## src/rtl/odu_gen_data.sv

```systemverilog
// ODU test-traffic generator: word-interleaved 384-bit frame/row data over a channel range,
// configured through a 16-bit chip-select register bus.
module odu_gen_data #(
    parameter logic [15:0] ID_VAL = 16'h0D01
) (
    input  logic         clk,
    input  logic         rst,
    input  logic         cfg_n_cs,
    input  logic         cfg_n_we,
    input  logic         cfg_n_oe,
    input  logic [3:0]   cfg_addr,
    input  logic [15:0]  cfg_din,
    output logic [15:0]  cfg_dout,
    output logic [6:0]   chid_out,
    output logic [386:0] data_out
);

    logic [15:0] chan_q, size_q, patt_q, ctrl_q, stat_q;
    logic        sh_tag_q, sh_inc_q;
    logic [6:0]  sh_ch_lo_q, sh_ch_hi_q;
    logic [15:0] sh_size_q;
    logic [7:0]  sh_seed_q;
    logic        active_q;
    logic [6:0]  ch_q;
    logic [7:0]  wrd_q, row_q;

    logic        wr_en, run, start;
    logic [15:0] rd_val;
    logic        tag_en, inc_mode;
    logic [6:0]  ch_lo, ch_hi, ch_cur, ch_d;
    logic [7:0]  rows_m1, words_m1, seed, wrd_cur, row_cur, wrd_d, row_d, pos;
    logic        ch_wrap, wrd_wrap, row_wrap, frame_wrap, fs, rs;
    logic [383:0] word_d;
    logic [15:0] stat_d;

    assign wr_en = ~cfg_n_cs & ~cfg_n_we;
    assign run   = ctrl_q[0];
    assign start = run & ~active_q;

    // Register file writes; ID and STAT are read-only.
    always_ff @(posedge clk or negedge rst) begin
        if (!rst) begin
            chan_q <= '0;
            size_q <= '0;
            patt_q <= '0;
            ctrl_q <= '0;
        end else if (wr_en) begin
            case (cfg_addr)
                4'd1:    chan_q <= cfg_din;
                4'd3:    size_q <= cfg_din;
                4'd6:    patt_q <= cfg_din;
                4'd11:   ctrl_q <= cfg_din;
                default: ;
            endcase
        end
    end

    // Combinational read mux, gated by chip select and output enable.
    always_comb begin
        rd_val = '0;
        case (cfg_addr)
            4'd0:    rd_val = ID_VAL;
            4'd1:    rd_val = chan_q;
            4'd3:    rd_val = size_q;
            4'd6:    rd_val = patt_q;
            4'd11:   rd_val = ctrl_q;
            4'd12:   rd_val = stat_q;
            default: rd_val = '0;
        endcase
        cfg_dout = (!cfg_n_cs && !cfg_n_oe) ? rd_val : 16'h0000;
    end

    // Current word: the start cycle uses live registers because shadows load on that same edge.
    always_comb begin
        tag_en   = start ? chan_q[15]    : sh_tag_q;
        ch_lo    = start ? chan_q[14:8]  : sh_ch_lo_q;
        ch_hi    = start ? chan_q[6:0]   : sh_ch_hi_q;
        rows_m1  = start ? size_q[15:8]  : sh_size_q[15:8];
        words_m1 = start ? size_q[7:0]   : sh_size_q[7:0];
        inc_mode = start ? patt_q[15]    : sh_inc_q;
        seed     = start ? patt_q[7:0]   : sh_seed_q;

        ch_cur  = start ? ch_lo : ch_q;
        wrd_cur = start ? 8'd0  : wrd_q;
        row_cur = start ? 8'd0  : row_q;

        // ch >= ch_hi also covers an inverted range, which collapses to ch_lo alone.
        ch_wrap    = (ch_cur >= ch_hi);
        wrd_wrap   = (wrd_cur == words_m1);
        row_wrap   = (row_cur == rows_m1);
        frame_wrap = ch_wrap & wrd_wrap & row_wrap;

        fs  = (row_cur == 8'd0) && (wrd_cur == 8'd0);
        rs  = (wrd_cur == 8'd0);
        pos = row_cur * (words_m1 + 8'd1) + wrd_cur;

        word_d = '0;
        for (int k = 0; k < 48; k++) begin
            word_d[8*k +: 8] = inc_mode ? (seed + pos + 8'(k)) : seed;
        end
        if (tag_en) word_d[383:376] = {1'b0, ch_cur};

        ch_d  = ch_cur + 7'd1;
        wrd_d = wrd_cur;
        row_d = row_cur;
        if (ch_wrap) begin
            // At frame wrap the next frame starts from the freshly shadowed ch_lo.
            ch_d  = frame_wrap ? chan_q[14:8] : ch_lo;
            wrd_d = wrd_wrap ? 8'd0 : wrd_cur + 8'd1;
            if (wrd_wrap) row_d = row_wrap ? 8'd0 : row_cur + 8'd1;
        end

        stat_d = (start ? 16'd0 : stat_q) + {15'd0, frame_wrap};
    end

    // Generator state, shadow registers, frame counter and registered outputs.
    always_ff @(posedge clk or negedge rst) begin
        if (!rst) begin
            active_q   <= 1'b0;
            ch_q       <= '0;
            wrd_q      <= '0;
            row_q      <= '0;
            stat_q     <= '0;
            sh_tag_q   <= 1'b0;
            sh_ch_lo_q <= '0;
            sh_ch_hi_q <= '0;
            sh_size_q  <= '0;
            sh_inc_q   <= 1'b0;
            sh_seed_q  <= '0;
            data_out   <= '0;
            chid_out   <= '0;
        end else if (!run) begin
            active_q <= 1'b0;
            ch_q     <= '0;
            wrd_q    <= '0;
            row_q    <= '0;
            data_out <= '0;
            chid_out <= '0;
        end else begin
            active_q <= 1'b1;
            ch_q     <= ch_d;
            wrd_q    <= wrd_d;
            row_q    <= row_d;
            stat_q   <= stat_d;
            data_out <= {1'b1, fs, rs, word_d};
            chid_out <= ch_cur;
            if (start || frame_wrap) begin
                sh_tag_q   <= chan_q[15];
                sh_ch_lo_q <= chan_q[14:8];
                sh_ch_hi_q <= chan_q[6:0];
                sh_size_q  <= size_q;
                sh_inc_q   <= patt_q[15];
                sh_seed_q  <= patt_q[7:0];
            end
        end
    end

endmodule

```

## config.mk

```make
export PLATFORM = sky130hd
export DESIGN_NAME = odu_gen_data
export DESIGN_NICKNAME = d
export VERILOG_FILES = /design/src/rtl/odu_gen_data.sv
export SDC_FILE = /design/constraint.sdc
export NUM_CORES = 1
export LEC_CHECK = 0
export BUFFER_PORTS_ARGS = -buffer_cell sky130_fd_sc_hd__buf_2
export CAP_MARGIN = 20
export CORE_UTILIZATION = 40
export CTS_CLUSTER_DIAMETER = 80
export DETAILED_ROUTE_END_ITERATION = 10
export PLACE_DENSITY = 0.69
export SLEW_MARGIN = 20
export SYNTH_ARGS = -nofsm -noshare
export SYNTH_HDL_FRONTEND = slang
export SYNTH_SLANG_ARGS = --single-unit
```

## constraint.sdc

```tcl
create_clock -name clk -period 9.5 [get_ports clk]
set_clock_uncertainty 0.2 [all_clocks]
set_input_delay 0.475 -clock clk [delete_from_list [all_inputs] [get_ports clk]]
set_output_delay 0.475 -clock clk [all_outputs]
set_load 0.1 [all_outputs]
```

==> results.json, run 1 <==
{
  "status": "completed",
  "gr-total-overflow": 0,
  "synth_common_cells": "dfrtp_1, buf_4, a21oi_1",
  "core_sq_mm": 0.05027,
  "crit_buf_inv": 6,
  "clock.fmax_mhz": 122.5,
  "grtUsageTotal": 0.2270,
  "seq_area_sq_mm": 0.009110,
  "crit_slowest_cell": "dfrtp_2",
  "synth_top_cell_by_area": "dfrtp_1",
  "synth_edf_count": 0,
  "io_pins": 435,
  "cts_root_buf": "clkbuf_16",
  "synth_cell_types": 61,
  "cts.path.max_buffers": 3,
  "initial_core_util": 0.4069,
  "crit_path_end_kind": "flop",
  "ff2ff_path_depth": 25,
  "nets": 2308,
  "hold_depth": 2,
  "synth-seq-area-share": 0.4452,
  "insertion_delay_ps": 580,
  "cp_top_family": "adder cells",
  "multi_input_area_sq_mm": 0.009404,
  "grt_pass1_wl_mm": 92.62,
  "grt_max_degree": 170,
  "holdPathEnd": "chan_q[1]",
  "dr.first_iter.drc_count": 1502,
  "antenna_cells": 0,
  "fin_util": 0.4678,
  "worst-path-max-fanout": 25,
  "crit_path_start_kind": "flop",
  "crit_type": "flop to flop",
  "critPathMaxStageDelay_ps": 750,
  "syn_nets": 2100,
  "cp.arrival_ps": 8430,
  "synth_top_area_frac": 0.4452,
  "dieArea_sq_mm": 0.05205,
  "synth.most_common_cell": "dfrtp_1",
  "wl_per_cell_microns": 20.80,
  "antenna_left": 0,
  "min_from": "cfg_din[1]",
  "setup_viol": 0,
  "htreeDepth": 2,
  "wirelength_mm": 60.41,
  "portBuffers": 434,
  "die_y_microns": 228.2,
  "syn-cell-area_sq_mm": 0.02046,
  "setup-tns-final_ps": 0,
  "crit_top_cell": "inv_1",
  "cap_violations": 0,
  "vias": 15500,
  "r2r-end": "data_out[359]",
  "ys.flop_type": "dfrtp_1",
  "cts_made_buffers": 41,
  "required_ps": 9770,
  "ys_async_sr_fraction": 1.000,
  "die_x_microns": 228.2,
  "dp_hpwl_mm": 42.52,
  "drv_slew": 0,
  "clkTransAtPathRegs_ps": 60,
  "drt_pre_antenna_iters": 8,
  "vias_per_cell": 5.335,
  "syn_area_per_cell_sq_um": 10.25,
  "finalCritPeriodShare": 0.8592,
  "hold_path.class": "input pin to flop",
  "hold_viol_final": 0,
  "worst_pin_slew_ps": 1164,
  "rsz0062_at_grt": "false",
  "first_global_vias": 15290,
  "worstReg2RegStart": "ctrl_q[0]",
  "globalplace.congestion": 0.8990,
  "fillers": 4635,
  "ys_warn_count": 0,
  "syn_inst": 1996,
  "syn_to_final_growth_pct": 14.95,
  "grt_antenna_before_repair": 0,
  "synth.top_cells.by_area": "dfrtp_1, buf_4, xnor2_1",
  "drive_gt1_frac": 0.3059,
  "cts_tree": "built",
  "drc_errors": 0,
  "r2r_setup_slack_ps": 1340,
  "synth-seq-cells": 364,
  "rows": 82,
  "slew_headroom": 0.2237,
  "finalCriticalPeriod_ps": 8162,
  "clock-sinks": 364
}
==> sequential cells by signal, summed over array words and instances (netlist names), 16 cells and up <==
name	cells
chan_q	16
ctrl_q	16
data_out	213
patt_q	16
sh_size_q	16
size_q	16
stat_q	16
==> worst register-to-register path, stage by stage, from the launching register on <==
cell      delay (ps)
dfrtp_2          750
nor2b_4          720
o21ai_2          280
nand3_1          160
xnor2_1          180
nand3_1          150
fa_1             560
inv_1             40
ha_1             270
inv_1             50
fa_1             530
inv_1             50
fa_1             540
inv_1             50
fa_1             500
inv_1             40
ha_1             320
nor2_1            60
a21oi_1          140
xnor3_1          530
xnor2_1          250
xnor2_1          170
xnor2_4          650
buf_4            460
xor2_1           120
a221oi_1         300
==> timing repair <==
| action | 4_1_cts | 5_1_grt |
|---|---|---|
| buffers inserted | 0 | 0 |
| hold buffers | 7 | 0 |
| endpoints found under the hold margin | 134 | 0 |
| resized for setup | 0 | 0 |
==> cell usage in the layout, fill, tap and decap left out, types with 8 or more instances in the layout <==
cell	netlist	layout
inv_1	66	66
ha_1	57	57
fa_1	22	22
o211a_1	9	9
a31oi_1	13	13
o21ai_0	38	32
a221oi_2	19	19
clkbuf_8	0	9
dfrtp_1	364	363
mux2i_1	28	28
and3_1	12	12
or3_1	8	8
buf_2	7	433
o21a_1	25	25
a222oi_1	17	17
nor2b_1	19	17
xnor2_1	147	144
nand3_1	31	31
clkbuf_16	0	41
mux2_2	108	108
nand4_1	8	8
buf_4	176	26
xor2_1	105	104
nor3_1	15	15
a22oi_1	13	13
nor2_1	154	153
clkbuf_1	112	11
a21oi_1	158	158
a21o_1	10	10
nand2_1	141	140
a221oi_1	27	27
and2_1	15	14
==> stage by stage <==
stage	hold WS, ps	area, sq um	std cells	setup WS, ps
6_report	30.50	23520	2905	1338
5_1_grt	23.60	23520	2905	930.2
4_1_cts	1.148	23440	2902	1360
3_5_place_dp	292.4	22010	2823	1340
3_3_place_gp	287.1	22010	2823	1531
2_1_floorplan	-20.59	20460	1996	1531
==> routing by layer <==
| layer | wire (microns) | vias to the layer above | part of all wire | global-route usage |
|---|---|---|---|---|
| li1 | - | 6981 | - | - |
| met1 | 25750 | 7751 | 0.43 | 0.3091 |
| met2 | 28520 | 661 | 0.47 | 0.3639 |
| met3 | 4060 | 104 | 0.067 | 0.03700 |
| met4 | 2083 | 0 | 0.034 | 0.08305 |
| met5 | 0 | - | 0 | 0 |
==> how the worst max path moves through the flow <==
stage,startpoint,end,slack [ps],cells after the start
final,ctrl_q[0],data_out[359],1340,25
after detailed placement,ctrl_q[0],data_out[31],1340,25
after CTS,ctrl_q[0],data_out[31],1360,25
after global routing,ctrl_q[0],data_out[327],930,25
after floorplan,active_q,data_out[319],1530,24
after global placement,ctrl_q[0],data_out[103],1530,25
==> cell type report <==
| class | count | share of cell area |
|---|---|---|
| flip-flops and latches | 364 | 0.3874 |
| repair buffers | 472 | 0.1081 |
| clock inverters | 11 | 0.007236 |
| well taps | 672 | 0.03575 |
| clock buffers | 61 | 0.05065 |
| multi-input cells | 1256 | 0.3999 |
| inverters | 69 | 0.01101 |
==> kinds of logic after synthesis <==
family / share of synthesized area
flip-flops: 0.4452
XOR/XNOR: 0.1098
multiplexers: 0.07315
adder cells (fa/ha/maj): 0.05688
buffers and inverters: 0.1024
AND/OR/NAND/NOR: 0.09192
AO/OA/AOI/OAI: 0.1206
Power of run 1 is left out: the tool's default activity adds up to more than one toggle a clock period on the data nets, which glitch-free logic cannot reach.
==> inputs of run 2 (changes only) <==
- CORE_UTILIZATION: 40 -> 30
- PLACE_DENSITY: 0.69 -> 0.49
==> run 2 against run 1 <==
Effect of this change: core utilization shrank 11 points; die area grew 33%; highest routed layer unchanged; maximum frequency grew 2.7%; critical path depth is the same; critical endpoint is now data_out[175].
==> results.json, run 2 (synthesis results as in run 1) <==
{
  "finalCritPeriodShare": 0.8368,
  "status": "completed",
  "io_pins": 435,
  "worstReg2RegStart": "active_q",
  "grt_max_degree": 161,
  "portBuffers": 434,
  "clkTransAtPathRegs_ps": 60,
  "cts_made_buffers": 45,
  "wirelength_mm": 65.81,
  "rsz0062_at_grt": "false",
  "worst_pin_slew_ps": 1127,
  "vias_per_cell": 4.921,
  "clock-sinks": 364,
  "ff2ff_path_depth": 25,
  "gr-total-overflow": 0,
  "largest_register_ffs": 213,
  "grt_pass1_wl_mm": 99.12,
  "cts.path.max_buffers": 3,
  "wl_per_cell_microns": 21.18,
  "worst-path-max-fanout": 30,
  "finalCriticalPeriod_ps": 7950,
  "antenna_left": 0,
  "clock.fmax_mhz": 125.8,
  "cp.arrival_ps": 8210,
  "drc_errors": 0,
  "hold_path.class": "input pin to flop",
  "crit_path_end_kind": "flop",
  "drive_gt1_frac": 0.3071,
  "vias": 15290,
  "dieArea_sq_mm": 0.06924,
  "critPathLaunch": "active_q",
  "globalplace.congestion": 0.8922,
  "slew_headroom": 0.2453,
  "drt_pre_antenna_iters": 5,
  "min_from": "cfg_din[8]",
  "cap_violations": 0,
  "dr.first_iter.drc_count": 1198,
  "first_global_vias": 15370,
  "cts_tree": "built",
  "cts_root_buf": "clkbuf_16",
  "die_y_microns": 263.1,
  "setup_viol": 0,
  "drv_slew": 0,
  "die_x_microns": 263.1,
  "syn_to_final_growth_pct": 16.23,
  "dp_hpwl_mm": 46.61,
  "core_sq_mm": 0.06728,
  "crit_type": "flop to flop",
  "antenna_cells": 0,
  "setup-tns-final_ps": 0,
  "htreeDepth": 2,
  "regMostFlops": "data_out",
  "crit_path_start_kind": "flop",
  "hold_depth": 2,
  "initial_core_util": 0.3041,
  "grt_antenna_before_repair": 3,
  "grtUsageTotal": 0.1857,
  "final_cell_mix": "buf_2, dfrtp_1, a21oi_1",
  "hold_viol_final": 0,
  "insertion_delay_ps": 580,
  "required_ps": 9760,
  "rows": 95,
  "layout_commonest_cell": "buf_2",
  "fillers": 6879,
  "nets": 2309
}
==> run 2: cell count changes in the layout (fill, tap and decap cells not counted), sizes merged <==
cell | before | now
clkbuf | 62 | 65
buf | 464 | 463
bufinv | 2 | 3
dlygate4sd3 | 7 | 6
inv | 72 | 71
==> run 2: cell type report <==
type | instances | area, sq um | area share
Tap cell | 873 | 1092 | 0.04594
Multi-Input combinational cell | 1256 | 9404 | 0.3955
Inverter | 69 | 259.0 | 0.01089
Clock buffer | 65 | 1292 | 0.05435
Clock inverter | 11 | 148.9 | 0.006262
Timing Repair Buffer | 469 | 2472 | 0.1040
Sequential cell | 364 | 9110 | 0.3831
==> run 2: final timing paths <==
path                            endpoint  slack, ps
max in group asynchronous     chan_q[10]       6630
min in group asynchronous  data_out[231]        310
min                            ctrl_q[8]         40
max                        data_out[175]       1550
min reg2reg                sh_ch_hi_q[4]        300
max reg2reg                data_out[175]       1550
==> run 2: critical path, cell delays in order, from the launching register on <==
cell and delay, ps:
dfrtp_1 500, nor2b_4 640, o21ai_2 290, nand3_1 160, xnor2_1 180, nand3_1 150
fa_1 570, inv_1 40, ha_1 260, inv_1 60, fa_1 530, inv_1 50
fa_1 530, inv_1 50, fa_1 500, inv_1 50, ha_1 330, nor2_1 50
a21oi_1 120, xnor3_1 510, xnor2_1 240, xnor2_1 170, xnor2_4 680, buf_4 560
xor2_1 130, a221oi_1 290
==> run 2: metal layers <==
| metal | up-vias | GRT usage | wire length (microns) |
|---|---|---|---|
| li1 | 6995 | - | - |
| met1 | 7655 | 0.2483 | 29270 |
| met2 | 538 | 0.3046 | 31110 |
| met3 | 101 | 0.03162 | 3590 |
| met4 | 0 | 0.05927 | 1839 |
| met5 | - | 0 | 0 |
==> run 2: metrics by stage <==
stage                       util  setup slack [ps]  std cells  hold WS [ps]  area, sq um
after global placement    0.3311              1632       3025         286.9        22270
after detailed placement  0.3311              1488       3025         292.4        22270
final                     0.3535              1550       3107         36.58        23780
after floorplan                -              1531       1996        -20.59        20460
after CTS                 0.3534              1472       3107         10.98        23780
after global routing      0.3535             994.9       3107         14.24        23780
==> run 2: repair_timing <==
item	in CTS	in global routing
endpoints found under the hold margin	99	0
gates resized for setup	0	0
hold buffers	6	0
buffers inserted	0	0
Power of run 2 is left out for the same reason.
